**src/rtl/dec_pkg.sv**
```systemverilog
// Shared types and helpers for the one-hot decoder/scanner.
// Optional feature macro used by the top: DEC_WRAP_IRQ_EN.
package dec_pkg;

    typedef enum logic [1:0] {
        IDLE = 2'd0,
        HOLD = 2'd1,
        SCAN = 2'd2
    } state_t;

    localparam logic MODE_DIRECT = 1'b0;
    localparam logic MODE_SCAN   = 1'b1;

    // Widest select the decode helper supports; N above this is not supported.
    localparam int MAX_N    = 10;
    localparam int MAX_OUTS = 1 << MAX_N;

    function automatic logic [MAX_OUTS-1:0] onehot(input logic [MAX_N-1:0] k);
        logic [MAX_OUTS-1:0] v;
        v    = '0;
        v[k] = 1'b1;
        return v;
    endfunction

endpackage

```
**src/rtl/decoder_nxm_seq_if.sv**
```systemverilog
// Load/output bundle between a select source and decoder_nxm_seq.
interface decoder_nxm_seq_if #(
    parameter int N = 3
);
    localparam int OUTS = 2 ** N;

    logic            e;
    logic            mode;
    logic [N-1:0]    x;
    logic            x_valid;
    logic            x_ready;
    logic [OUTS-1:0] y;
    logic [N-1:0]    idx;
    logic            busy;

    modport master (
        output e, mode, x, x_valid,
        input  x_ready, y, idx, busy
    );

    modport slave (
        input  e, mode, x, x_valid,
        output x_ready, y, idx, busy
    );

endinterface

```
**src/rtl/dec_dwell_cnt.sv**
```systemverilog
// Dwell timer for scan mode: counts enabled cycles, wraps at DWELL-1 and
// flags the terminal count so the caller can advance its index.
module dec_dwell_cnt #(
    parameter int DWELL = 4
) (
    input  logic clk,
    input  logic rst_n,
    input  logic en,
    input  logic clr,
    output logic tc
);
    localparam int CW = (DWELL > 1) ? $clog2(DWELL) : 1;
    localparam logic [CW-1:0] TC_VAL = CW'(DWELL - 1);

    logic [CW-1:0] cnt;

    assign tc = (cnt == TC_VAL);

    // Clear dominates; otherwise count while enabled, wrapping on terminal count.
    always_ff @(posedge clk or negedge rst_n) begin
        if (!rst_n) begin
            cnt <= '0;
        end else if (clr) begin
            cnt <= '0;
        end else if (en) begin
            cnt <= tc ? '0 : cnt + 1'b1;
        end
    end

endmodule

```
**src/rtl/decoder_nxm_seq.sv**
```systemverilog
// Registered N-to-2^N one-hot decoder with valid/ready load and scan mode.
// Optional macro DEC_WRAP_IRQ_EN adds a one-cycle wrap_irq output.
//
// state | meaning
// IDLE  | nothing selected, y low, waiting for a load or scan request
// HOLD  | holding the last accepted index on y (gated by e)
// SCAN  | stepping idx every DWELL enabled cycles, load port closed
module decoder_nxm_seq
    import dec_pkg::*;
#(
    parameter int N     = 3,
    parameter int DWELL = 4
) (
    input  logic                   clk,
    input  logic                   rst_n,
`ifdef DEC_WRAP_IRQ_EN
    output logic                   wrap_irq,
`endif
    decoder_nxm_seq_if.slave       bus
);
    localparam int OUTS = 2 ** N;

    state_t              state;
    state_t              state_n;
    logic [N-1:0]        idx;
    logic [N-1:0]        idx_n;
    logic [OUTS-1:0]     y_q;
    logic                busy_q;
    logic                accept;
    logic                cnt_en;
    logic                cnt_clr;
    logic                cnt_tc;
    logic [MAX_OUTS-1:0] dec_full;

    assign bus.x_ready = (bus.mode == MODE_DIRECT) && (state != SCAN);
    assign accept      = bus.x_valid && bus.x_ready;
    assign bus.y       = y_q;
    assign bus.idx     = idx;
    assign bus.busy    = busy_q;

    // The timer only runs inside SCAN with mode still requesting scan, so
    // every entry into SCAN and every exit leaves it at zero.
    assign cnt_clr = (state != SCAN) || (bus.mode == MODE_DIRECT);
    assign cnt_en  = (state == SCAN) && bus.e;

    dec_dwell_cnt #(
        .DWELL (DWELL)
    ) u_dwell (
        .clk   (clk),
        .rst_n (rst_n),
        .en    (cnt_en),
        .clr   (cnt_clr),
        .tc    (cnt_tc)
    );

    // Next state and index; mode=1 beats a pending x_valid.
    always_comb begin
        state_n = state;
        idx_n   = idx;
        case (state)
            IDLE: begin
                if (bus.mode == MODE_SCAN) begin
                    state_n = SCAN;
                    idx_n   = '0;
                end else if (accept) begin
                    state_n = HOLD;
                    idx_n   = bus.x;
                end
            end
            HOLD: begin
                if (bus.mode == MODE_SCAN) begin
                    state_n = SCAN;
                end else if (accept) begin
                    idx_n = bus.x;
                end
            end
            SCAN: begin
                if (bus.mode == MODE_DIRECT) begin
                    state_n = HOLD;
                end else if (bus.e && cnt_tc) begin
                    idx_n = idx + 1'b1;
                end
            end
            default: begin
                state_n = IDLE;
                idx_n   = '0;
            end
        endcase
    end

    assign dec_full = onehot(MAX_N'(idx_n));

    generate
        if (OUTS < MAX_OUTS) begin : g_unused_dec
            logic unused_dec_hi;
            assign unused_dec_hi = ^dec_full[MAX_OUTS-1:OUTS];
        end
    endgenerate

    // State register plus registered outputs, so y never glitches.
    always_ff @(posedge clk or negedge rst_n) begin
        if (!rst_n) begin
            state  <= IDLE;
            idx    <= '0;
            y_q    <= '0;
            busy_q <= 1'b0;
        end else begin
            state  <= state_n;
            idx    <= idx_n;
            y_q    <= (bus.e && (state_n != IDLE)) ? dec_full[OUTS-1:0] : '0;
            busy_q <= (state_n == SCAN);
        end
    end

`ifdef DEC_WRAP_IRQ_EN
    // Pulses on the same edge that y moves from the last line back to line 0.
    always_ff @(posedge clk or negedge rst_n) begin
        if (!rst_n) begin
            wrap_irq <= 1'b0;
        end else begin
            wrap_irq <= (state == SCAN) && (bus.mode == MODE_SCAN) && bus.e
                        && cnt_tc && (&idx);
        end
    end
`endif

endmodule

```
**src/flat_wrapper.sv**
```systemverilog
// flat-port wrapper written by rule: the top's interface ports become plain ports
module decoder_nxm_seq_flat import dec_pkg::*;
#(
    parameter int N     = 3,
    parameter int DWELL = 4
)
  (clk, rst_n, bus_e, bus_mode, bus_x, bus_x_valid, bus_x_ready, bus_y, bus_idx, bus_busy);
  decoder_nxm_seq_if #(.N(N)) bus_i ();
  input  logic clk;
  input  logic rst_n;
  input wire logic [$bits(bus_i.e)-1:0] bus_e;
  input wire logic [$bits(bus_i.mode)-1:0] bus_mode;
  input wire logic [$bits(bus_i.x)-1:0] bus_x;
  input wire logic [$bits(bus_i.x_valid)-1:0] bus_x_valid;
  output wire logic [$bits(bus_i.x_ready)-1:0] bus_x_ready;
  output wire logic [$bits(bus_i.y)-1:0] bus_y;
  output wire logic [$bits(bus_i.idx)-1:0] bus_idx;
  output wire logic [$bits(bus_i.busy)-1:0] bus_busy;
  assign bus_i.e = bus_e;
  assign bus_i.mode = bus_mode;
  assign bus_i.x = bus_x;
  assign bus_i.x_valid = bus_x_valid;
  assign bus_x_ready = bus_i.x_ready;
  assign bus_y = bus_i.y;
  assign bus_idx = bus_i.idx;
  assign bus_busy = bus_i.busy;
  decoder_nxm_seq #(.N(N), .DWELL(DWELL)) u_core (.clk(clk), .rst_n(rst_n), .bus(bus_i));
endmodule
```
**config.mk**
```make
export PLATFORM = sky130hd
export DESIGN_NAME = decoder_nxm_seq_flat
export DESIGN_NICKNAME = d
export VERILOG_FILES = /design/src/rtl/dec_pkg.sv /design/src/rtl/decoder_nxm_seq_if.sv /design/src/rtl/dec_dwell_cnt.sv /design/src/rtl/decoder_nxm_seq.sv /design/src/flat_wrapper.sv
export SDC_FILE = /design/constraint.sdc
export NUM_CORES = 1
export LEC_CHECK = 0
export BUFFER_PORTS_ARGS = -buffer_cell sky130_fd_sc_hd__buf_4
export CAP_MARGIN = 15
export CORE_MARGIN = 3
export CORE_UTILIZATION = 54
export DETAILED_ROUTE_END_ITERATION = 16
export PLACE_DENSITY = 0.82
export SLEW_MARGIN = 30
export SYNTH_ARGS = -nofsm -noshare
export SYNTH_HDL_FRONTEND = slang
export SYNTH_SLANG_ARGS = --single-unit
export TNS_END_PERCENT = 1
```
**constraint.sdc**
```tcl
create_clock -name clk -period 3.6 [get_ports clk]
set_input_delay 0.72 -clock clk [delete_from_list [all_inputs] [get_ports clk]]
set_output_delay 0.72 -clock clk [all_outputs]
set_load 0.02 [all_outputs]
```
==> impl_results.md <==
- Ys Warns: 0
- Element type at the critical path end: output pin
- Worst Reg-to-Reg Cells: 4
- WP data arrival: 1380 ps
- Final period util: 58.4%
- Synthesized flop and latch total: 16
- Initial Util: 60.3%
- Xor-xnor portion of the synthesized cell area: 2.15%
- Commonest non-fill, non-tap cell in the layout: buf_4
- RSZ-0062 raised after global routing: no
- Die height: 44.8 um
- Syn Inst Count: 74
- Setup total negative slack: 0 ps
- Number of flops mapped to enable cells by yosys: 0
- Most frequent cells in the layout: buf_4, dfrtp_1, nor3_1
- Synth Area in Compound Gates: 14.4%
- GPL Wtd Cong: 0.821
- Status: finished, final reports clean
- Clk buf depth: 2
- Final Slew Violations: 0
- Clock latency on the worst-skew pair: 290 ps
- PortBufs: 20
- Area of the multi-input gates: 387 sq um
- Largest family of logic cells by synthesized area: simple AND/OR/NAND/NOR gates
- CTS resizes: 0
- Register area: 400 sq um
- R2R Setup Slk: 1880 ps
- RR Startpoint: u_core.state[0]
- Leakage Power: 0.477 nW
- # DRC: 0
- Slowest-stage cell, CP: dfrtp_1
- Antenna Nets Post-Route: 0
- Mean Syn Cell Area: 11.0 sq um
- Clk pin slew, worst setup/hold paths: 90 ps
- Clock buffer count from CTS: 3
- Post-detail-place hpwl: 1.18 mm
- Worst setup margin: 1500 ps
- Placed insts: 106
- Maximum clock rate: 0.476 GHz
- Slew @ Worst Pin: 488 ps
- Mux contribution to synthesized area: 6.30%
- Hold Buf Count CTS: 0
- Worst Setup Path Type: flip-flop to output pin
- Die Area: 2010 sq um
- Pwr/cell area: 427 nW/um^2
- Crit path max fanout: 14
- Vias in the first global route: 622
- Max_slew headroom: 67.4%
- Core area: 1350 sq um
- Via count: 650
- Die width: 44.8 um
- Post-Synth Adder-Cell Area: 3.07%
- Hold Violations, Final: 0
- Layout area overhead: 22.3%
- Asr flop ratio synth: 100%
- Root buffer cell: clkbuf_4
- DRT Wirelength: 1.55 mm
- Cell Chain, Critical Path: and2b_4 > nor2_1 > buf_4
- Total gr overflow: 0
- # H-tree levels: 1
- HP Class: input pin to asynchronous set/reset pin
- Mapped cell area: 815 sq um
- Crit start category: flip-flop
- Layout cells sized above 1: 31.6%
- IO Pins: 21
- Synth cell types: 33
- Worst path max stage delay: 600 ps
- Initial DRC Count: 5
- Post-synthesis simple-gate area fraction: 21.5%
- Seq/Total Area, Yosys: 49.2%
- FP Rows: 13
- Final cell count without fillers: 110
- Largest net degree at the start of global routing: 17
- Ant diodes: 0
- Setup Skew: 2.98 ps
- DR pass1 iterations: 4
- Hold WS: 261 ps
- Synth Flop Type: dfrtp_1
- Crit path buf inv count: 1
- Gr usage total: 18.8%
- Fillers: 99
- WP data required: 2880 ps
- Num Clock Sinks: 16
- FF-to-FF End: u_core.bus.y[0]
- First-pass GRT wire length: 2.69 mm
- Mapped Nets: 84
- CTS tree: yes
- Crit-path leading delay family: flip-flops
- Vias/cell: 5.91
- Max VDD drop: 0.209 mV
- Routed len/inst: 14.1 um
- Max-Cap Viols: 0
- Initial antenna violation count: 0
- Setup Viol. Count Final: 0
- Final nets: 106
- Post-CTS Setup Inserts: 0
- Min Clock Period, post-route: 2100 ps
- Pre-CTS WS: 1590 ps
## kinds of logic after synthesis
family                     Yosys count
muxes                                5
and+or+nand+nor                     31
AOI/OAI and AO/OA                   14
DFF                                 16
adders and majority gates            2
xor gates and xnor gates             2
buffers and inverters                4
## final cells by class
type | instances | share of cell area (%)
sequential | 16 | 40.2
tap | 15 | 1.88
timing repair buffer | 20 | 15.1
multi-input combinational | 54 | 38.8
clock buffer | 4 | 3.64
inverter | 1 | 0.377
## synthesized netlist by cell type, types with 2 or more instances
| library cell | instances | area (sq um) |
|---|---|---|
| a21oi_1 | 4 | 20.0 |
| and2_1 | 2 | 12.5 |
| nand3b_1 | 2 | 15.0 |
| dfrtp_1 | 16 | 400 |
| xor2_1 | 2 | 17.5 |
| nor3_1 | 9 | 45.0 |
| nand2_1 | 2 | 7.51 |
| ha_1 | 2 | 25.0 |
| and2b_4 | 2 | 20.0 |
| mux2i_1 | 4 | 40.0 |
| nor2_1 | 7 | 26.3 |
## worst max-delay path by stage
stage,start,endpoint,slack [ps],cells after the start
floorplan,bus_mode,bus_x_ready,1750,2
global placement,bus_mode,u_core.bus.y[0],1600,5
detailed placement,bus_mode,u_core.bus.y[0],1590,5
CTS,u_core.state[0],bus_x_ready,1500,3
global route,u_core.state[0],bus_x_ready,1370,3
finish,u_core.state[0],bus_x_ready,1500,3
## stage by stage
stage | power, W | area [sq um] | utilization (%)
after CTS | 0.000428 | 996 | 73.8
final | 0.000425 | 996 | 73.8
after global routing | 0.000447 | 996 | 73.8
after detailed placement | 0.000311 | 960 | 71.1
after floorplan | 0.000275 | 815 | -
after global placement | 0.000309 | 960 | 71.1
## state kept, by name, summed over array words and instances (netlist names)
| signal | cells |
|---|---|
| u_core.u_dwell.cnt | 2 |
| u_core.bus.busy | 1 |
| u_core.bus.y | 8 |
| u_core.state | 2 |
| u_core.bus.idx | 3 |
## report_power, final
group	switching [W]	internal, W
Sequential	0.0000159	0.000192
Combinational	0.0000548	0.0000459
Clock	0.0000552	0.0000617
## per-layer routing
| layer | track usage (%) | wire length, um | up-vias |
|---|---|---|---|
| li1 | - | - | 315 |
| met1 | 22.8 | 707 | 311 |
| met2 | 29.8 | 702 | 19 |
| met3 | 5.18 | 99 | 5 |
| met4 | 10.5 | 39 | 0 |
| met5 | 0 | 0 | - |
Power figures use the tool's default switching activity.
